--- src/rtl/fpu_pkg.sv ---
// Shared types and helpers for the FP issue/sequencing controller.
package fpu_pkg;

  typedef enum logic [3:0] {
    FADD   = 4'b0000,
    FSUB   = 4'b0001,
    FMUL   = 4'b0010,
    FDIV   = 4'b0011,
    FSQRT  = 4'b0100,
    FSGNJ  = 4'b0101,
    FSGNJN = 4'b0110,
    FSGNJX = 4'b0111,
    FEQ    = 4'b1000,
    FLE    = 4'b1001,
    FLT    = 4'b1010,
    FCVTWS = 4'b1011,
    FCVTSW = 4'b1100
  } fpuop_e;

  typedef enum logic [1:0] {
    IDLE = 2'd0,
    EXEC = 2'd1,
    DONE = 2'd2
  } seq_state_e;

  // Encodings above FCVTSW have no unit behind them.
  function automatic logic is_illegal(input logic [3:0] op);
    return op > 4'(FCVTSW);
  endfunction

  // Cycles the unit bank needs before unit_result is valid; single-cycle ops
  // and illegal ops report 0.
  function automatic int unsigned op_latency(
    input logic [3:0]  op,
    input int unsigned lat_fadd,
    input int unsigned lat_fmul,
    input int unsigned lat_fdiv,
    input int unsigned lat_fsqrt,
    input int unsigned lat_fcvtws,
    input int unsigned lat_fcvtsw
  );
    case (op)
      4'(FADD), 4'(FSUB): return lat_fadd;
      4'(FMUL):           return lat_fmul;
      4'(FDIV):           return lat_fdiv;
      4'(FSQRT):          return lat_fsqrt;
      4'(FCVTWS):         return lat_fcvtws;
      4'(FCVTSW):         return lat_fcvtsw;
      default:            return 0;
    endcase
  endfunction

endpackage

--- src/rtl/fpu_lat_cnt.sv ---
// Latency counter: loads a target on issue, counts while enabled, and flags
// the cycle in which the count has reached the target.
module fpu_lat_cnt #(
  parameter int unsigned CNT_W = 4
) (
  input  logic             clk,
  input  logic             rstn,
  input  logic             i_clr,
  input  logic             i_load,
  input  logic             i_en,
  input  logic [CNT_W-1:0] i_lat,
  output logic             o_done
);

  logic [CNT_W-1:0] r_cnt;
  logic [CNT_W-1:0] r_lat;

  // Count holds once it reaches the target so it can never wrap.
  always_ff @(posedge clk or negedge rstn) begin
    if (!rstn) begin
      r_cnt <= '0;
      r_lat <= '0;
    end else if (i_clr) begin
      r_cnt <= '0;
    end else if (i_load) begin
      r_cnt <= '0;
      r_lat <= i_lat;
    end else if (i_en && !o_done) begin
      r_cnt <= r_cnt + 1'b1;
    end
  end

  assign o_done = i_en && (r_cnt == r_lat);

endmodule

--- src/rtl/fpu_seq.sv ---
// Issue/sequencing controller between execute and the FP unit bank:
// latches one request, waits the op's latency, then holds the response.
module fpu_seq #(
  parameter int unsigned TAG_W      = 4,
  parameter int unsigned CNT_W      = 4,
  parameter int unsigned LAT_FADD   = 3,
  parameter int unsigned LAT_FMUL   = 2,
  parameter int unsigned LAT_FDIV   = 11,
  parameter int unsigned LAT_FSQRT  = 7,
  parameter int unsigned LAT_FCVTWS = 1,
  parameter int unsigned LAT_FCVTSW = 2
) (
  input  logic             clk,
  input  logic             rstn,
  input  logic             kill,
  input  logic             req_valid,
  output logic             req_ready,
  input  logic [3:0]       req_op,
  input  logic [31:0]      req_src0,
  input  logic [31:0]      req_src1,
  input  logic [TAG_W-1:0] req_tag,
  output logic [3:0]       unit_op,
  output logic [31:0]      unit_src0,
  output logic [31:0]      unit_src1,
  input  logic [31:0]      unit_result,
  output logic             resp_valid,
  input  logic             resp_ready,
  output logic [31:0]      resp_result,
  output logic [TAG_W-1:0] resp_tag,
  output logic             resp_err,
  output logic             busy
);

  import fpu_pkg::*;

  // A latency that does not fit the counter would never be reached.
  if (LAT_FADD >= 2**CNT_W || LAT_FMUL >= 2**CNT_W || LAT_FDIV >= 2**CNT_W ||
      LAT_FSQRT >= 2**CNT_W || LAT_FCVTWS >= 2**CNT_W || LAT_FCVTSW >= 2**CNT_W)
  begin : g_lat_chk
    $error("fpu_seq: every LAT_* must be < 2**CNT_W");
  end

  seq_state_e       r_state;
  seq_state_e       w_next;
  logic             w_accept;
  logic             w_done;
  logic             w_illegal;
  logic [CNT_W-1:0] w_lat;
  logic [3:0]       r_op;
  logic [31:0]      r_src0;
  logic [31:0]      r_src1;
  logic [TAG_W-1:0] r_tag;
  logic [TAG_W-1:0] r_resp_tag;
  logic [31:0]      r_result;
  logic             r_err;

  assign w_accept  = req_valid && req_ready;
  assign w_illegal = is_illegal(r_op);
  assign w_lat     = CNT_W'(op_latency(req_op, LAT_FADD, LAT_FMUL, LAT_FDIV,
                                       LAT_FSQRT, LAT_FCVTWS, LAT_FCVTSW));

  fpu_lat_cnt #(.CNT_W(CNT_W)) u_cnt (
    .clk    (clk),
    .rstn   (rstn),
    .i_clr  (kill),
    .i_load (w_accept),
    .i_en   (r_state == EXEC),
    .i_lat  (w_lat),
    .o_done (w_done)
  );

  // State register.
  always_ff @(posedge clk or negedge rstn) begin
    if (!rstn) r_state <= IDLE;
    else       r_state <= w_next;
  end

  // Next state: kill overrides everything; DONE can chain straight into EXEC.
  always_comb begin
    w_next = r_state;
    if (kill) begin
      w_next = IDLE;
    end else begin
      case (r_state)
        IDLE:    if (w_accept) w_next = EXEC;
        EXEC:    if (w_done)   w_next = DONE;
        DONE:    if (resp_ready) w_next = w_accept ? EXEC : IDLE;
        default: w_next = IDLE;
      endcase
    end
  end

  // Handshake/status outputs decoded from the current state.
  always_comb begin
    req_ready  = 1'b0;
    resp_valid = 1'b0;
    busy       = 1'b0;
    if (!kill) req_ready = (r_state == IDLE) || (r_state == DONE && resp_ready);
    resp_valid = (r_state == DONE);
    busy       = (r_state != IDLE);
  end

  // Operand/tag latch on accept; result capture on the final EXEC cycle.
  always_ff @(posedge clk or negedge rstn) begin
    if (!rstn) begin
      r_op       <= '0;
      r_src0     <= '0;
      r_src1     <= '0;
      r_tag      <= '0;
      r_resp_tag <= '0;
      r_result   <= '0;
      r_err      <= 1'b0;
    end else begin
      if (w_accept) begin
        r_op   <= req_op;
        r_src0 <= req_src0;
        r_src1 <= req_src1;
        r_tag  <= req_tag;
      end
      if (r_state == EXEC && w_done && !kill) begin
        r_result   <= w_illegal ? 32'h0 : unit_result;
        r_err      <= w_illegal;
        r_resp_tag <= r_tag;
      end
    end
  end

  // fsub reuses the adder: hand it src1 with the sign flipped.
  assign unit_op     = r_op;
  assign unit_src0   = r_src0;
  assign unit_src1   = {r_src1[31] ^ (r_op == 4'(FSUB)), r_src1[30:0]};
  assign resp_result = r_result;
  assign resp_tag    = r_resp_tag;
  assign resp_err    = r_err;

endmodule
--- config.mk ---
export PLATFORM = sky130hd
export DESIGN_NAME = fpu_seq
export DESIGN_NICKNAME = d
export VERILOG_FILES = /design/src/rtl/fpu_pkg.sv /design/src/rtl/fpu_lat_cnt.sv /design/src/rtl/fpu_seq.sv
export SDC_FILE = /design/constraint.sdc
export NUM_CORES = 1
export LEC_CHECK = 0
export ABC_AREA = 0
export CAP_MARGIN = 20
export CORE_ASPECT_RATIO = 1.5
export CORE_MARGIN = 10
export CORE_UTILIZATION = 30
export CTS_CLUSTER_SIZE = 40
export DETAILED_ROUTE_END_ITERATION = 12
export PLACE_DENSITY = 0.7
export SETUP_SLACK_MARGIN = 0.02
export SKIP_LAST_GASP = 1
export SLEW_MARGIN = 20
export SYNTH_ARGS = -nofsm -noshare
export SYNTH_HDL_FRONTEND = slang
export SYNTH_SLANG_ARGS = --single-unit
--- constraint.sdc ---
create_clock -name clk -period 3.45 [get_ports clk]
set_input_delay 0.69 -clock clk [delete_from_list [all_inputs] [get_ports clk]]
set_output_delay 0.69 -clock clk [all_outputs]
set_load 0.05 [all_outputs]
After elaboration in Yosys (flattened, before gate mapping)
Cells that the tools add are included.
{"block": "classes", "addsub": 1, "mul": 0, "div_mod_pow": 0, "order_cmp": 1, "n_eq_ne": 13, "shifts": 0, "muxes": 12, "bitwise_logic": 2, "reduce_logical": 17}
{"cell": "32-bit 2-to-1 mux", "n": 1}
{"cell": "4-bit case mux with 5 select lines", "n": 1}
{"cell": "4-bit 2-to-1 mux", "n": 3}
{"cell": "4-bit by 1-bit equality test with 1-bit output, second input constant", "n": 2}
{"cell": "4-bit by 2-bit equality test with 1-bit output, second input constant", "n": 2}
{"cell": "4-bit equality test, second input constant", "n": 2}
{"cell": "2-bit 2-to-1 mux", "n": 4}
{"cell": "1-bit logical AND", "n": 6}
{"cell": "3-bit inequality test, second input constant", "n": 2}
{"cell": "2-bit case mux with 3 select lines", "n": 1}
{"cell": "4-bit by 1-bit adder with 4-bit output, second input constant", "n": 1}
{"cell": "4-bit by 3-bit equality test with 1-bit output, second input constant", "n": 1}
{"cell": "4-bit equality test", "n": 1}
{"cell": "4-bit > comparator, second input constant", "n": 1}
{"cell": "4-bit zero test", "n": 1}
{"cell": "2-bit OR reduction", "n": 2}
{"cell": "3-bit by 2-bit inequality test with 1-bit output, second input constant", "n": 1}
{"cell": "3-bit AND reduction", "n": 1}
{"cell": "3-bit nonzero test", "n": 1}
{"cell": "2-bit by 1-bit equality test with 1-bit output, second input constant", "n": 1}
{"cell": "2-bit equality test, second input constant", "n": 1}
{"cell": "1-bit zero test", "n": 2}
{"cell": "2-bit zero test", "n": 1}
{"cell": "1-bit 2-to-1 mux", "n": 2}
{"cell": "other kinds (5)", "n": 5}
{"block": "word_totals", "regBits": 119, "latch_bits": 0, "mem_bits_rw": 0, "rom_bits": 0, "output_inout_bits": 108, "word_cells": 56, "n_memories": 0}

Longest topological paths before layout
{"block": "logic_depth", "ltp_word": 9, "depth_mapped": 6, "depth_no_buf": 4}

Modules after synthesis
A second synthesis with hierarchy kept.
{"block": "hier_totals", "cells_unflattened": 331, "hier_area_um2": 4890.9}
{"mod": "fpu_seq", "n_inst": 1, "cells_per_inst": 295, "area_each_um2": 4459.3, "seq_area_each_um2": 2777.7}
{"mod": "fpu_lat_cnt", "n_inst": 1, "cells_per_inst": 36, "area_each_um2": 431.7, "seq_area_each_um2": 200.2}

Worst setup path after synthesis
OpenSTA, ideal clock, no wires.
{"block": "synth_path", "path_kind": "reg-to-output", "startpoint": "register r_op[3], in the netlist unit_op[3]", "endpoint": "output port unit_src1[31]", "arrival_time_ns": 1.765, "required_time_ns": 2.760, "slack_ns": 0.995, "stages_incl_launch_ff": 3, "path_buffers": 0, "path_cell_list": "dfrtp_1 nor4b_1 xor2_1"}
{"block": "synth_between", "elab_chain_cells": 2}
{"item": "start: declaration", "line_no": "fpu_seq.sv:49", "rtl": "logic [3:0] r_op;"}
{"item": "start signal: assignment", "line_no": "fpu_seq.sv:115", "rtl": "r_op <= req_op;"}
{"item": "4-bit by 1-bit equality test with 1-bit output", "line_no": "fpu_seq.sv:131", "rtl": "assign unit_src1 = {r_src1[31] ^ (r_op == 4'(FSUB)), r_src1[30:0]};"}
{"item": "1-bit XOR", "line_no": "fpu_seq.sv:131"}
{"item": "end: declaration", "line_no": "fpu_seq.sv:24", "rtl": "output logic [31:0] unit_src1,"}
Every way passes these cells.

Final worst setup path
Same ends and word-level chain as after synthesis.

==> impl_results.md <==
* Core Region at approximately 0.017 mm^2
* I/O Buffers at 216
* Mapped Cells at 392
* FF+latch count, synth at 119
* Mapped Area at ~0.0051 mm^2
* WL met2 at 8.109 mm
* Clock Tree Buf Depth at 2
* GRT Resource Usage Total at between 10% and 20%
* Worst Path Buf+Inv at 1
* Number of CTS-inserted buffers at 17
* DP Worst Slack at ~0.75 ns
* HP Class: primary input to asynchronous set/reset pin
* Synth warnings at 0
* Worst setup EP type: output port
* CTS sink count at roughly 120
* Min cycle time layout at 2.913 ns
* Slowest Stage Delay on Critical Path at 0.83 ns
* Remaining routing DRC violations at 0
* Full die area at 0.02264 mm^2
* Crit-path slowest cell: clkdlybuf4s50_1
* Final Hold Violating Endpoints at 0
* Final net count at around 700
* Slew Viols, Final at 0
* Placed cells at 778
* Worst vdd ir at 576.6 uV
* Routed Antenna Nets at 0
* First-pass GRT wire length at 22.67 mm
* Max Freq at 343.2 MHz
* Vias per std cell at 4.475
* Setup TNS Final at 0 ns
* I/O pins at approximately 220
* Syn_nets at 502
* DP Area at a little over 0.007 mm^2
* Crit path required time at about 2.8 ns
* Vias in the first global route at 4093
* Largest cells by area after synthesis: dfrtp_1 (59%), mux2_2 (17%), mux2i_1 (6.9%)
* RD Place Congestion at 0.7601
* N_diodes at 0
* CTS H-Tree Depth at 4
* Least-Margin Pin Slew at 0.8735 ns
* Num rows at 58
* WL/cell at 17.75 um
* Max cap viols at 0
* Most common cell after layout, fill and taps aside: clkdlybuf4s50_1
* 1st-iter DRT viols at between 150 and 200
* Worst clock skew at between 0.01 and 0.015 ns
* Clock-pin slew on the worst setup and hold paths at 0.06 ns
* Worst-path cell chain: nor4b_1 -> xor2_1 -> clkdlybuf4s50_1
* Mapped Avg Cell Area at roughly 13 um^2
* Fin crit share at 84.45%
* Pin count of the biggest net entering global routing at 64
* Area Growth Syn to Fin at 55.72%
* Post-cts resize count at 0
* Final setup viols at 0
* CP startpoint kind: register
* Fin cells at slightly above 800
* Via count at 3625
* Post-DP HPWL at approximately 11 mm
* Setup CP Type: register to output port
* Status: complete, no violations
* Post-synth top area share at between 50% and 60%
* Top Metal Used: met5
* Post-synthesis sequential area ratio at 58.65%
* Leading area contributor after synthesis: dfrtp_1
* Metal3 WL at ~1.1 mm
* Worst-path fanout max at 4
* Leakage at around 3.6 nW
* GRT Residual Overflow at 0
* Unrepaired setup endpoints after global routing: no
* Filler instances at 1506
* 1st-pass router iterations at 4
* Die width at 126.2 um
* Layout cell share with drive strength beyond 1 at 20.33%
* Design area at 0.007906 mm^2
* Skew-Pair Late Insertion Delay at 0.40 ns
* Cts-stage hold buffer count at 0
* Root Buffer: clkbuf_16
* CTS tree: yes
* Post-CTS Setup Inserts at 0
* Die height at 179.3 um
* PnR worst setup slack at 0.5366 ns
* Met1 WL at 4.860 mm
* Hold slack at around 0.38 ns
* Pwr Density at roughly 970 mW/mm^2
* Relative slew slack at 41.77%
* Initial antenna violation count at 1
* Most frequent cells in the layout: clkdlybuf4s50_1 (214), dfrtp_1 (119), mux2_2 (77)
* Routed WL at 14.38 mm
* Distinct cells, synth at 32
* Delay-heaviest family, CP: buffers and inverters
* CP arrival at 2.22 ns
* Initial Util at 30.42%
kinds of logic after synthesis:
kind of cell | Yosys count | share of synthesized area [%]
buffers and inverters | 86 | 9.438
DFF | 119 | 58.65
and+or+nand+nor | 54 | 4.830
muxes | 112 | 23.98
adders and majority gates | 1 | 0.2464
AOI/OAI and AO/OA | 14 | 1.824
xor gates and xnor gates | 6 | 1.035
Yosys cell counts:
master / count
or3_1: 1
a21bo_2: 1
nor2_1: 5
and4_1: 1
mux2_2: 77
a2bb2oi_1: 1
mux2i_1: 35
nand3_1: 1
a21o_1: 1
o21ai_0: 3
ha_1: 1
a41oi_1: 1
nor2b_1: 1
nand3b_1: 1
a21oi_1: 4
xor2_1: 1
clkbuf_1: 4
xnor2_1: 5
nand4_1: 4
buf_4: 31
dfrtp_1: 119
nor4b_1: 1
nand2b_1: 3
a31oi_1: 1
a31o_2: 1
buf_2: 8
o211ai_1: 1
buf_6: 4
or2_2: 1
and3_1: 1
nand2_1: 34
inv_1: 39
layer usage:
layer	GRT usage, %	vias up
met5	0	-
met3	5.536	18
met4	4.805	2
li1	-	1669
met2	23.40	121
met1	11.99	1815
flip-flops by register name (all words and copies together), names as in the netlist, 2 cells and up:
name         cells
u_cnt.r_lat      4
r_src1          32
resp_tag         4
resp_result     32
u_cnt.r_cnt      4
unit_src0       32
unit_op          4
r_state          2
r_tag            4
through the flow:
| step | util (%) | total power [mW] |
|---|---|---|
| finish | 47.37 | 7.677 |
| detailed placement | 43.41 | 5.791 |
| global route | 47.37 | 8.037 |
| global placement | 43.41 | 5.707 |
| floorplan | - | 4.571 |
| CTS | 47.37 | 7.799 |
final timing paths:
check,from,end,slack (ns),depth (start not counted)
min reg2reg,r_tag[1],resp_tag[1],0.50,1
max,unit_op[3],unit_src1[31],0.54,3
max reg2reg,u_cnt.r_cnt[0],resp_result[22],1.17,5
min,rstn,r_src1[22],0.38,1
min in group clk,r_tag[1],resp_tag[1],0.50,1
max in group asynchronous,rstn,u_cnt.r_cnt[3],2.21,2
worst reg2reg max path, stage by stage, from the launching register on:
cell and delay (ns):
dfrtp_1 0.43, xnor2_1 0.23, nand4_1 0.15, or3_2 0.86, buf_4 0.36, mux2i_1 0.17
where the power goes:
part | internal [mW] | switching (mW) | leakage, nW
clock | 1.31 | 0.650 | 0.315
combinational | 1.26 | 2.30 | 1.91
sequential | 1.88 | 0.273 | 1.41
final cells by class:
cell class	instances	area, um^2	area share [%]
Timing Repair Buffer	223	2235	28.26
Inverter	39	146.4	1.852
Sequential cell	119	2978	37.66
Clock inverter	13	217.7	2.754
Multi-Input combinational cell	187	1624	20.54
Tap cell	210	262.8	3.323
Clock buffer	19	442.9	5.602
(Power assumes the default switching activity.)
